[src/rtl/apb_wdog_ctrl_pkg.sv]
// Shared definitions for the APB watchdog sequencer: register map, request ops,
// FSM states and the per-step descriptor produced by the step ROM.
package apb_wdog_ctrl_pkg;

   localparam int unsigned AW = 10;

   // Word addresses (byte offset >> 2)
   localparam logic [AW-1:0] REG_LOAD    = 10'h000;
   localparam logic [AW-1:0] REG_VALUE   = 10'h001;
   localparam logic [AW-1:0] REG_CONTROL = 10'h002;
   localparam logic [AW-1:0] REG_INTCLR  = 10'h003;
   localparam logic [AW-1:0] REG_LOCK    = 10'h300;

   typedef enum logic [2:0] {
      OP_NONE = 3'd0,
      OP_CFG  = 3'd1,
      OP_KICK = 3'd2,
      OP_STOP = 3'd3,
      OP_RD   = 3'd4
   } op_e;

   typedef enum logic [1:0] {
      ST_IDLE   = 2'd0,
      ST_SETUP  = 2'd1,
      ST_ACCESS = 2'd2,
      ST_DONE   = 2'd3
   } state_e;

   typedef enum logic [2:0] {
      WD_ZERO   = 3'd0,
      WD_KEY    = 3'd1,
      WD_RELOCK = 3'd2,
      WD_LOAD   = 3'd3,
      WD_CTRL   = 3'd4,
      WD_ONE    = 3'd5
   } wsel_e;

   typedef struct packed {
      logic [AW-1:0] paddr;
      logic          pwrite;
      wsel_e         wsel;
      logic          last;
   } step_t;

   function automatic step_t mk_step(input logic [AW-1:0] a, input logic w,
                                     input wsel_e s, input logic l);
      step_t e;
      e.paddr  = a;
      e.pwrite = w;
      e.wsel   = s;
      e.last   = l;
      return e;
   endfunction

endpackage

[src/rtl/apb_wdog_step_rom.sv]
// Combinational table mapping (op, step) to the APB transfer to issue and
// whether it is the final transfer of the sequence.
module apb_wdog_step_rom
   import apb_wdog_ctrl_pkg::*;
(
   input  op_e        op,
   input  logic [1:0] step,
   output step_t      ent
);

   always_comb begin
      ent = mk_step(REG_LOAD, 1'b0, WD_ZERO, 1'b1);
      case (op)
         OP_CFG: begin
            case (step)
               2'd0:    ent = mk_step(REG_LOCK,    1'b1, WD_KEY,    1'b0);
               2'd1:    ent = mk_step(REG_LOAD,    1'b1, WD_LOAD,   1'b0);
               2'd2:    ent = mk_step(REG_CONTROL, 1'b1, WD_CTRL,   1'b0);
               default: ent = mk_step(REG_LOCK,    1'b1, WD_RELOCK, 1'b1);
            endcase
         end
         OP_KICK: begin
            case (step)
               2'd0:    ent = mk_step(REG_LOCK,   1'b1, WD_KEY,    1'b0);
               2'd1:    ent = mk_step(REG_INTCLR, 1'b1, WD_ONE,    1'b0);
               default: ent = mk_step(REG_LOCK,   1'b1, WD_RELOCK, 1'b1);
            endcase
         end
         OP_STOP: begin
            case (step)
               2'd0:    ent = mk_step(REG_LOCK,    1'b1, WD_KEY,    1'b0);
               2'd1:    ent = mk_step(REG_CONTROL, 1'b1, WD_ZERO,   1'b0);
               default: ent = mk_step(REG_LOCK,    1'b1, WD_RELOCK, 1'b1);
            endcase
         end
         OP_RD:   ent = mk_step(REG_VALUE, 1'b0, WD_ZERO, 1'b1);
         default: ;
      endcase
   end

endmodule

[src/rtl/apb_wdog_ctrl.sv]
// APB2 master that turns single-cycle watchdog requests into lock/unlock
// bracketed register write sequences (or a VALUE read), one at a time.
module apb_wdog_ctrl
   import apb_wdog_ctrl_pkg::*;
#(
   parameter logic [31:0] UNLOCK_KEY = 32'h1ACC_E551,
   parameter logic [31:0] LOCK_VALUE = 32'h0000_0000
) (
   input  logic          clk,
   input  logic          reset,
   input  logic          cfg_req,
   input  logic [31:0]   cfg_load,
   input  logic          cfg_inten,
   input  logic          cfg_resen,
   input  logic          kick_req,
   input  logic          stop_req,
   input  logic          rd_req,
   output logic          psel,
   output logic          penable,
   output logic          pwrite,
   output logic [AW-1:0] paddr,
   output logic [31:0]   pwdata,
   input  logic [31:0]   prdata,
   output logic          busy,
   output logic          done,
   output logic [31:0]   rd_value,
   output logic          rd_valid
);

   state_e      state, state_nx;
   op_e         op, op_nx;
   logic [1:0]  step, step_nx;
   logic        pend_cfg, pend_kick, pend_stop, pend_rd;
   logic        eff_cfg, eff_kick, eff_stop, eff_rd;
   logic        acc_cfg, acc_kick, acc_stop, acc_rd;
   logic [31:0] sh_load;
   logic [1:0]  sh_ctrl;
   logic [31:0] wdata;
   logic        xfer;
   step_t       ent;

   // Same-cycle requests are visible to arbitration so an idle block starts next cycle
   assign eff_cfg  = pend_cfg  | cfg_req;
   assign eff_kick = pend_kick | kick_req;
   assign eff_stop = pend_stop | stop_req;
   assign eff_rd   = pend_rd   | rd_req;

   apb_wdog_step_rom u_rom (
      .op   (op),
      .step (step),
      .ent  (ent)
   );

   always_comb begin
      state_nx = state;
      op_nx    = op;
      step_nx  = step;
      acc_cfg  = 1'b0;
      acc_kick = 1'b0;
      acc_stop = 1'b0;
      acc_rd   = 1'b0;
      case (state)
         ST_IDLE, ST_DONE: begin
            // DONE doubles as the mandatory idle cycle between sequences
            state_nx = ST_IDLE;
            op_nx    = OP_NONE;
            step_nx  = 2'd0;
            if (eff_stop) begin
               acc_stop = 1'b1;
               op_nx    = OP_STOP;
            end else if (eff_cfg) begin
               acc_cfg = 1'b1;
               op_nx   = OP_CFG;
            end else if (eff_kick) begin
               acc_kick = 1'b1;
               op_nx    = OP_KICK;
            end else if (eff_rd) begin
               acc_rd = 1'b1;
               op_nx  = OP_RD;
            end
            if (op_nx != OP_NONE) state_nx = ST_SETUP;
         end
         ST_SETUP: state_nx = ST_ACCESS;
         ST_ACCESS: begin
            if (ent.last) begin
               state_nx = ST_DONE;
            end else begin
               state_nx = ST_SETUP;
               step_nx  = step + 2'd1;
            end
         end
         default: state_nx = ST_IDLE;
      endcase
   end

   always_ff @(posedge clk) begin
      if (reset) begin
         state     <= ST_IDLE;
         op        <= OP_NONE;
         step      <= 2'd0;
         pend_cfg  <= 1'b0;
         pend_kick <= 1'b0;
         pend_stop <= 1'b0;
         pend_rd   <= 1'b0;
         sh_load   <= 32'h0;
         sh_ctrl   <= 2'b00;
         rd_value  <= 32'h0;
      end else begin
         state     <= state_nx;
         op        <= op_nx;
         step      <= step_nx;
         pend_stop <= eff_stop & ~acc_stop;
         pend_cfg  <= eff_cfg  & ~acc_cfg;
         pend_kick <= eff_kick & ~acc_kick & ~acc_stop;
         pend_rd   <= eff_rd   & ~acc_rd;
         if (cfg_req) begin
            sh_load <= cfg_load;
            sh_ctrl <= {cfg_resen, cfg_inten};
         end
         if (state == ST_ACCESS && op == OP_RD) rd_value <= prdata;
      end
   end

   always_comb begin
      case (ent.wsel)
         WD_KEY:    wdata = UNLOCK_KEY;
         WD_RELOCK: wdata = LOCK_VALUE;
         WD_LOAD:   wdata = sh_load;
         WD_CTRL:   wdata = {30'b0, sh_ctrl};
         WD_ONE:    wdata = 32'h1;
         default:   wdata = 32'h0;
      endcase
   end

   assign xfer     = (state == ST_SETUP) || (state == ST_ACCESS);
   assign psel     = xfer;
   assign penable  = (state == ST_ACCESS);
   assign pwrite   = xfer & ent.pwrite;
   assign paddr    = xfer ? ent.paddr : '0;
   assign pwdata   = (xfer && ent.pwrite) ? wdata : 32'h0;
   assign busy     = xfer;
   assign done     = (state == ST_DONE);
   assign rd_valid = (state == ST_DONE) && (op == OP_RD);

endmodule

[config.mk]
export PLATFORM = sky130hd
export DESIGN_NAME = apb_wdog_ctrl
export DESIGN_NICKNAME = d
export VERILOG_FILES = /design/src/rtl/apb_wdog_ctrl_pkg.sv /design/src/rtl/apb_wdog_step_rom.sv /design/src/rtl/apb_wdog_ctrl.sv
export SDC_FILE = /design/constraint.sdc
export NUM_CORES = 1
export LEC_CHECK = 0
export BUFFER_PORTS_ARGS = -buffer_cell sky130_fd_sc_hd__buf_2
export CELL_PAD_IN_SITES_DETAIL_PLACEMENT = 1
export CELL_PAD_IN_SITES_GLOBAL_PLACEMENT = 2
export CORE_UTILIZATION = 26
export CTS_BUF_LIST = sky130_fd_sc_hd__clkbuf_4 sky130_fd_sc_hd__clkbuf_8 sky130_fd_sc_hd__clkbuf_16
export CTS_CLUSTER_SIZE = 28
export DETAILED_ROUTE_END_ITERATION = 8
export PLACE_DENSITY = 0.87
export SLEW_MARGIN = 20
export SYNTH_ARGS = -nofsm -noshare
export SYNTH_HDL_FRONTEND = slang
export SYNTH_SLANG_ARGS = --single-unit
[constraint.sdc]
create_clock -name clk -period 2 [get_ports clk]
set_input_delay 0.1 -clock clk [delete_from_list [all_inputs] [get_ports clk]]
set_output_delay 0.1 -clock clk [all_outputs]
set_load 0.01 [all_outputs]
* Yosys cells after proc, flatten, opt, wreduce, memory -nomap -nowiden
Cells that the tools add are included.
** Storage, ports and cells
- Output and inout bits :: 80
- RAM bits :: 0
- Memory bits (read-only) :: 0
- Memories kept :: 0
- Latch bits :: 0
- Input port bits :: 72
- Register bits :: 77
** Cells by class
- Shift-type cells :: 0
- Div/mod/pow operators :: 0
- Reduce and logical (&&, ||, !) cells :: 10
- Multipliers :: 0
- Bitwise logic cells :: 14
- Mux-type cells :: 31
- Equality and inequality tests :: 14
- Add/subtract/negate cells :: 1
- Order comparisons :: 0
** Operator list (number)
- $pmux W32 S4 :: 1
- $pmux W15 S2 :: 2
- $pmux W15 S4 :: 1
- $pmux W15 S3 :: 1
- $mux W32 :: 1
- $mux W1 :: 15
- $mux W3 :: 5
- $mux W10 :: 1
- $eq A3 B2 Y1 const B :: 3
- $eq A3 B3 Y1 const B :: 3
- $and A1 B1 Y1 :: 6
- $eq A2 B2 Y1 const B :: 3
- $eq A3 B1 Y1 const B :: 2
- $pmux W2 S3 :: 1
- $eq A2 B1 Y1 const B :: 2
- $logic_not A2 Y1 :: 2
- $mux W2 :: 2
- $not A1 Y1 :: 4
- $or A1 B1 Y1 :: 4
- $pmux W2 S2 :: 1
- $logic_and A1 B1 Y1 :: 3
- $reduce_bool A3 Y1 :: 1
- $add A2 B1 Y2 const B :: 1
- $ne A2 B2 Y1 const B :: 1
- 4 further kinds :: 4

* Longest topological paths before layout
Gate-level depths: netlist (run 1).
- Word-level depth :: 9
- Mapped depth :: 8
- Mapped depth without buffers :: 6

* Modules after synthesis
A second synthesis (run 1) with hierarchy kept.
** Second synthesis, totals
- Cell total of the unflattened synthesis :: 418
- Area total of the unflattened synthesis :: 3529.6 um2
** By module, submodules not included
- apb_wdog_ctrl :: instances 1, area an instance 3230.6 um2, cells an instance 376, seq. area each 1541.5 um2
- apb_wdog_step_rom :: instances 1, area an instance 299.0 um2, cells an instance 42, seq. area each 0.0 um2

* Least setup slack after synthesis (run 1)
No wires, ideal clock.
- Kind :: reg2out
- Start point :: register step[0]
- End point :: output pwdata[1]
- Required time :: 1.900 ns
- Arrival :: 1.819 ns
- Path buffers :: 0
- Stages on the path, launching flop included :: 7
- Setup slack :: 0.081 ns
- Cell sequence :: dfxtp_1 -> inv_1 -> ha_1 -> or3_1 -> o211a_1 -> or2_1 -> o32ai_1
** Between the ends
- Cells in the longest elaborated chain, start to end :: 6
- Elaborated cells between the ends (all ways) :: 13
- Classes of those cells :: 6 x eq/ne; 6 x mux; 1 x reduce/logical
** RTL lines
- start, declared :: line apb_wdog_ctrl.sv:32 : logic [1:0] step, step_nx;
- start signal, assigned :: line apb_wdog_ctrl.sv:111 : step <= step_nx;
- $eq A2 B2 Y1 (tied with other cells) :: line apb_wdog_step_rom.sv:15 : case (step)
- $pmux W15 S3 (tied with other cells) :: line apb_wdog_step_rom.sv:15
- $pmux W15 S4 (*) :: line apb_wdog_step_rom.sv:13 : case (op)
- $eq A3 B3 Y1 (tied with other cells) :: line apb_wdog_ctrl.sv:125 : case (ent.wsel)
- $pmux W32 S4 (*) :: line apb_wdog_ctrl.sv:125
- $mux W32 (*) :: line apb_wdog_ctrl.sv:140 : assign pwdata = (xfer && ent.pwrite) ? wdata : 32'h0;
- end, declared :: line apb_wdog_ctrl.sv:22 : output logic [31:0] pwdata,
Every way passes the cells marked *; elsewhere a longest branch is shown, timed or not.

* Worst setup path after layout (run 1)
Ends and elaborated chain as after synthesis.

==> results of run 1 <==
-- power by group through the flow --
stage	combinational (uW)	clock (uW)	sequential, uW
3_3_place_gp	591	0	1680
3_5_place_dp	610	0	1680
4_1_cts	795	1560	1650
2_1_floorplan	395	0	1660
6_report	803	1520	1660
5_1_grt	873	1640	1670
-- kinds of logic (layout without fill, tap and decap cells) --
logic type	after synthesis	count (layout)	synth area share
AO/OA/AOI/OAI	73	73	0.1329
adder cells (fa/ha/maj)	9	9	0.03314
buffers and inverters	46	219	0.06627
flip-flops	77	77	0.4536
multiplexers	34	34	0.1001
other	1	6	0.001104
AND/OR/NAND/NOR	160	160	0.2128
-- routing by layer --
metal	vias up	wire length (um)
met3	20	414
met5	-	27
li1	1680	-
met1	1677	4696
met2	66	6160
met4	4	193
-- sequential cells by signal, summed over array words and instances, names as in the netlist --
| name | flops |
|---|---|
| rd_value | 32 |
| sh_load | 32 |
| op | 3 |
| sh_ctrl | 2 |
| state | 2 |
| step | 2 |
| pend_cfg | 1 |
| pend_kick | 1 |
| pend_rd | 1 |
| pend_stop | 1 |
-- synth_stat cells, drive strengths merged (2+ instances only) --
library cell / instances
a211oi: 3
a21oi: 37
a31oi: 2
and3: 19
buf: 19
clkbuf: 19
dfxtp: 77
ha: 9
inv: 8
mux2i: 34
nand2: 71
nand3: 5
nor2: 48
nor3: 7
o21a: 15
o21ai: 5
or3b: 3
-- placed cells by master, fill, tap and decap left out, drive strengths merged, types with 2 or more instances in the layout --
cell         synthesis  layout
a211oi               3       3
a21oi               37      37
a31oi                2       2
and3                19      19
buf                 19     172
clkbuf              19      13
clkinv               0       2
conb                 1       6
dfxtp               77      77
dlygate4sd3          0      24
ha                   9       9
inv                  8       8
mux2i               34      34
nand2               71      71
nand3                5       5
nor2                48      48
nor3                 7       7
o21a                15      15
o21ai                5       5
or3b                 3       3
-- worst min-delay path: stages --
cell	delay, ns
buf_2	0.08
mux2i_1	0.05
nor2_1	0.08
-- final timing paths --
path	to	slack, ns	cells after the start
min	sh_load[4]	0.004	3
max	pwdata[1]	-0.23	8
max reg2reg	op[2]	0.15	6
min reg2reg	rd_value[19]	0.45	2
-- stage by stage --
| stage | power [uW] | std cells | instance area (sq um) | setup slack, ns |
|---|---|---|---|---|
| 6_report | 3983 | 750 | 5167 | -0.2262 |
| 5_1_grt | 4179 | 750 | 5167 | -0.3161 |
| 4_1_cts | 4011 | 752 | 5172 | -0.2159 |
| 3_5_place_dp | 2293 | 701 | 4315 | -0.03908 |
| 3_3_place_gp | 2269 | 701 | 4315 | 0.02743 |
| 2_1_floorplan | 2051 | 405 | 3417 | 0.08113 |
-- area by class of cell --
class / count / area (sq um) / area share
tap: 172 / 215.2 / 0.04165
timing repair buffer: 196 / 1314 / 0.2542
clock buffer: 13 / 261.5 / 0.05061
sequential: 77 / 1550 / 0.3000
inverter: 8 / 35.03 / 0.006780
clock inverter: 2 / 10.01 / 0.001937
multi-input combinational: 282 / 1782 / 0.3448
-- timing repair --
| item | 4_1_cts | 5_1_grt |
|---|---|---|
| hold buffers | 24 | 0 |
| cloned | 3 | 0 |
| hold endpoints to repair | 24 | 0 |
| gates resized for setup | 44 | 8 |
| pin swaps | 12 | 3 |
| setup endpoints to repair | 32 | 36 |
| setup buffers | 9 | 1 |
==> impl_metrics.json, run 1 <==
{
  "synth_edf_count": 0,
  "final_util": 0.4078,
  "coreArea_sq_um": 12670,
  "use_met2": 0.3199,
  "antenna_found_initial": 2,
  "async_reset_ff_frac": 0,
  "failed_checks": "setup timing",
  "final_max_slew_viol_count": 0,
  "fp.dieW_um": 116.3,
  "first_global_vias": 3554,
  "rsz0062_at_grt": "true",
  "yosysTopAreaCell": "dfxtp_1",
  "place_congestion": 0.8533,
  "cts_tree": "built",
  "max-cap-violations": 0,
  "grt_use_met3": 0.04307,
  "drtIter0Drc": 115,
  "worst_hold_path_type": "in2reg",
  "met1_usage": 0.1968,
  "clk_latency_ns": 0.34,
  "cpLargestDelayFamily": "simple AND/OR/NAND/NOR gates",
  "dieHeight_um": 116.3,
  "cp-end-kind": "output pin",
  "slowest_delay_ns": 0.54,
  "finalSetupViolations": 32,
  "vias": 3447,
  "yosysWarnings": 0,
  "worstReg2RegStart": "state[0]",
  "setup_ws_ns": -0.2262,
  "synth_top_area_frac": 0.4536,
  "drive_above_1_share": 0.3772,
  "fmax_mhz": 449.2,
  "p_leak_uw": 0.002444,
  "tightest_slew_ns": 0.6626,
  "cp_data_required_time_ns": 1.90,
  "status": "finished, violations left",
  "syn-instance-count": 400,
  "pwr-share-seq": 0.416,
  "fillerInstances": 1528,
  "period_minus_slack_ns": 2.226,
  "final_antenna_net_count": 0,
  "synthToLayoutAreaGrowth_pct": 52.06,
  "route.detailed.drc": 0,
  "fin_worst_skew_ns": 0.007914,
  "p_sw_uw": 1065,
  "vdd_drop_max_mv": 0.3404,
  "seq_area_frac_synth": 0.4536,
  "startpoint": "step[0]",
  "crit_fanout": 4,
  "pin_count": 152,
  "root_buffer": "clkbuf_16",
  "power_density_nw_per_um2": 770.7,
  "p_int_uw": 2918,
  "hold-worst-slack_ns": 0.004330,
  "routed_wirelength_um": 11490,
  "avgRoutedWirePerCell_um": 15.32,
  "clock_sinks": 77,
  "hold_path.startpoint": "cfg_load[4]",
  "cp.arrival_ns": 2.13,
  "finalSetupTns_ns": -5.790,
  "crit_type": "reg2out",
  "slew_headroom": 0.5577,
  "ys_seq_elements": 77,
  "top_usage_layer": "met2",
  "diodes": 0,
  "path_buf_inv": 3,
  "grt_max_degree": 46,
  "comb_power_share": 0.202,
  "die_area_sq_um": 13530,
  "portBuffers": 145,
  "hpwl_um": 7627,
  "clockBufferDepth": 2,
  "path_clk_slew_ns": 0.06,
  "cts_made_buffers": 9,
  "floorplan.rows": 41,
  "start_util": 0.2682,
  "synth_top_flop_cell": "dfxtp_1",
  "viasPerCell": 4.596,
  "syn-cell-area_sq_um": 3398,
  "clkPwrFrac": 0.382,
  "period_share": 1.113,
  "h-tree-depth": 3,
  "grt_overflow_total": 0,
  "yosysUniqueCellTypes": 39,
  "cp_cell_sequence": "inv_4 > buf_6 > ha_4 > nand3b_1 > o21ai_2 > or4b_4 > o32ai_2 > buf_2",
  "grt_pass1_wl_um": 18090,
  "fin_nets": 655,
  "drt_first_pass_iters": 4,
  "synth.area.top_cells": "dfxtp_1 (45%), mux2i_1 (10%), nand2_1 (7.8%), a21oi_1 (5.4%), nor2_1 (5.3%)",
  "grt.total_usage": 0.1765,
  "p_sw_frac": 0.2673,
  "startpoint_type": "flop",
  "slowest_stage": "or4b_4",
  "hold_viol_final": 0,
  "avgSynthCellArea_sq_um": 8.496
}
(Power assumes the default switching activity.)
==> run 2, diff against run 1 <==
--- a/config.mk
+++ b/config.mk
@@ -6,8 +6,10 @@
 export NUM_CORES = 1
 export LEC_CHECK = 0
 export BUFFER_PORTS_ARGS = -buffer_cell sky130_fd_sc_hd__buf_2
+export CAP_MARGIN = 10
 export CELL_PAD_IN_SITES_DETAIL_PLACEMENT = 1
 export CELL_PAD_IN_SITES_GLOBAL_PLACEMENT = 2
+export CORE_ASPECT_RATIO = 0.8
 export CORE_UTILIZATION = 26
 export CTS_BUF_LIST = sky130_fd_sc_hd__clkbuf_4 sky130_fd_sc_hd__clkbuf_8 sky130_fd_sc_hd__clkbuf_16
 export CTS_CLUSTER_SIZE = 28
==> impl_metrics.json, run 2 (synthesis results as in run 1) <==
{
  "coreArea_sq_um": 12480,
  "slew_headroom": 0.5104,
  "place_inst": 701,
  "cts_tree": "built",
  "cp_data_required_time_ns": 1.90,
  "floorplan.rows": 36,
  "root_buffer": "clkbuf_16",
  "power_uw": 4136,
  "stdcell_count": 762,
  "grt_overflow_total": 0,
  "cp-end-kind": "output pin",
  "rsz0062_at_grt": "true",
  "failed_checks": "setup timing",
  "die_area_sq_um": 13530,
  "antenna_found_initial": 1,
  "fmax_mhz": 445.5,
  "power_density_nw_per_um2": 780.8,
  "status": "finished, violations left",
  "dieHeight_um": 104.3,
  "drtIter0Drc": 130,
  "vdd_drop_max_mv": 0.4042,
  "place_congestion": 0.7518,
  "worst_hold_path_type": "in2reg",
  "max-cap-violations": 0,
  "startpoint_type": "flop",
  "fin_nets": 667,
  "pin_count": 152,
  "crit_fanout": 8,
  "final_cell_mix": "buf_2 (142), dfxtp_1 (73), nand2_1 (69), nor2_1 (46)",
  "regArea_sq_um": 1549,
  "synthToLayoutAreaGrowth_pct": 55.89,
  "diodes": 0,
  "period_share": 1.122,
  "clockBufferDepth": 2,
  "fin_worst_skew_ns": 0.005745,
  "clock_sinks": 77,
  "hpwl_um": 7728,
  "grt_pass1_wl_um": 18970,
  "tightest_slew_ns": 0.7345,
  "viasPerCell": 4.559,
  "portBuffers": 145,
  "drt_first_pass_iters": 5,
  "period_minus_slack_ns": 2.245,
  "first_global_vias": 3718,
  "fillerInstances": 1513,
  "finalSetupViolations": 32,
  "vias": 3474,
  "reg_top3": "rd_value (32), sh_load (32), op (3)",
  "grt_max_degree": 33,
  "route.detailed.drc": 0,
  "p_leak_uw": 0.002483,
  "start_util": 0.2724,
  "cts_made_buffers": 9,
  "fp.dieW_um": 129.8,
  "grt.total_usage": 0.1820,
  "path_clk_slew_ns": 0.06,
  "h-tree-depth": 3,
  "cp.arrival_ns": 2.14,
  "final_antenna_net_count": 0,
  "final_common_cell": "buf_2",
  "final_max_slew_viol_count": 0,
  "setup_ws_ns": -0.2445,
  "hold_viol_final": 0,
  "routed_wirelength_um": 12320,
  "multiInputGateArea_sq_um": 1792,
  "drive_above_1_share": 0.3739,
  "clk_latency_ns": 0.34,
  "avgRoutedWirePerCell_um": 16.17,
  "crit_type": "reg2out"
}
==> run 2: changes by cell type in the layout (fill, tap and decap cells not counted), sizes merged <==
cell	delta
inv	+1
clkbuf	-1
buf	-1
clkinvlp	+2
bufinv	+1
dlygate4sd3	+12
clkinv	-1
==> run 2: cell type report <==
| class | count | share of cell area |
|---|---|---|
| multi-input cells | 282 | 0.3382 |
| flip-flops and latches | 77 | 0.2924 |
| repair buffers | 208 | 0.2648 |
| clock buffers | 11 | 0.04653 |
| well taps | 171 | 0.04039 |
| clock inverters | 5 | 0.01110 |
| inverters | 8 | 0.006613 |
==> run 2: path summary, 6_finish.rpt <==
check	slack [ns]	cells past startpoint	to	from
hold / removal	0.007	3	sh_load[14]	cfg_load[14]
hold reg to reg	0.46	2	rd_value[23]	rd_value[23]
setup reg to reg	0.20	6	step[1]	step[0]
setup / recovery	-0.24	8	pwdata[17]	step[0]
==> run 2: power by group <==
| group | switching, uW | internal [uW] | total (uW) |
|---|---|---|---|
| clock | 674 | 1020 | 1690 |
| combinational | 393 | 398 | 790 |
| sequential | 56.9 | 1600 | 1650 |
==> run 2: worst max-delay path: stages, from the launching register on <==
cell     delay [ns]
dfxtp_4        0.37
inv_4          0.07
ha_4           0.15
or3b_4         0.39
a21oi_2        0.14
o21a_4         0.24
buf_12         0.15
and3_1         0.16
buf_2          0.13
==> run 2: per-layer routing <==
| metal | routed length [um] | share of wire | GRT usage | vias to the layer above |
|---|---|---|---|---|
| met5 | 8 | 0.00065 | 0 | - |
| li1 | - | - | - | 1707 |
| met2 | 6498 | 0.53 | 0.3293 | 76 |
| met1 | 5070 | 0.41 | 0.1987 | 1665 |
| met4 | 305 | 0.025 | 0.06561 | 2 |
| met3 | 436 | 0.035 | 0.05247 | 24 |
==> run 2: timing repair <==
| item | 4_1_cts | 5_1_grt |
|---|---|---|
| cloned | 2 | 1 |
| setup endpoints to repair | 34 | 36 |
| hold endpoints to repair | 36 | 0 |
| pin swaps | 10 | 7 |
| hold buffers | 36 | 0 |
| setup buffers | 6 | 0 |
| gates resized for setup | 39 | 8 |
==> run 2: metrics by stage <==
step             util  worst slack (ns)  setup TNS (ns)  instance area [sq um]  hold WS, ns
2_1_floorplan       -           0.08113               0                   3417       0.2360
3_3_place_gp   0.3474          -0.03097         -0.3483                   4334       0.3335
3_5_place_dp   0.3474           -0.1569          -2.144                   4334       0.3461
4_1_cts        0.4205           -0.1930          -5.284                   5246    0.0001481
5_1_grt        0.4246           -0.3140          -8.904                   5298    0.0002114
6_report       0.4246           -0.2445          -6.602                   5298     0.006557
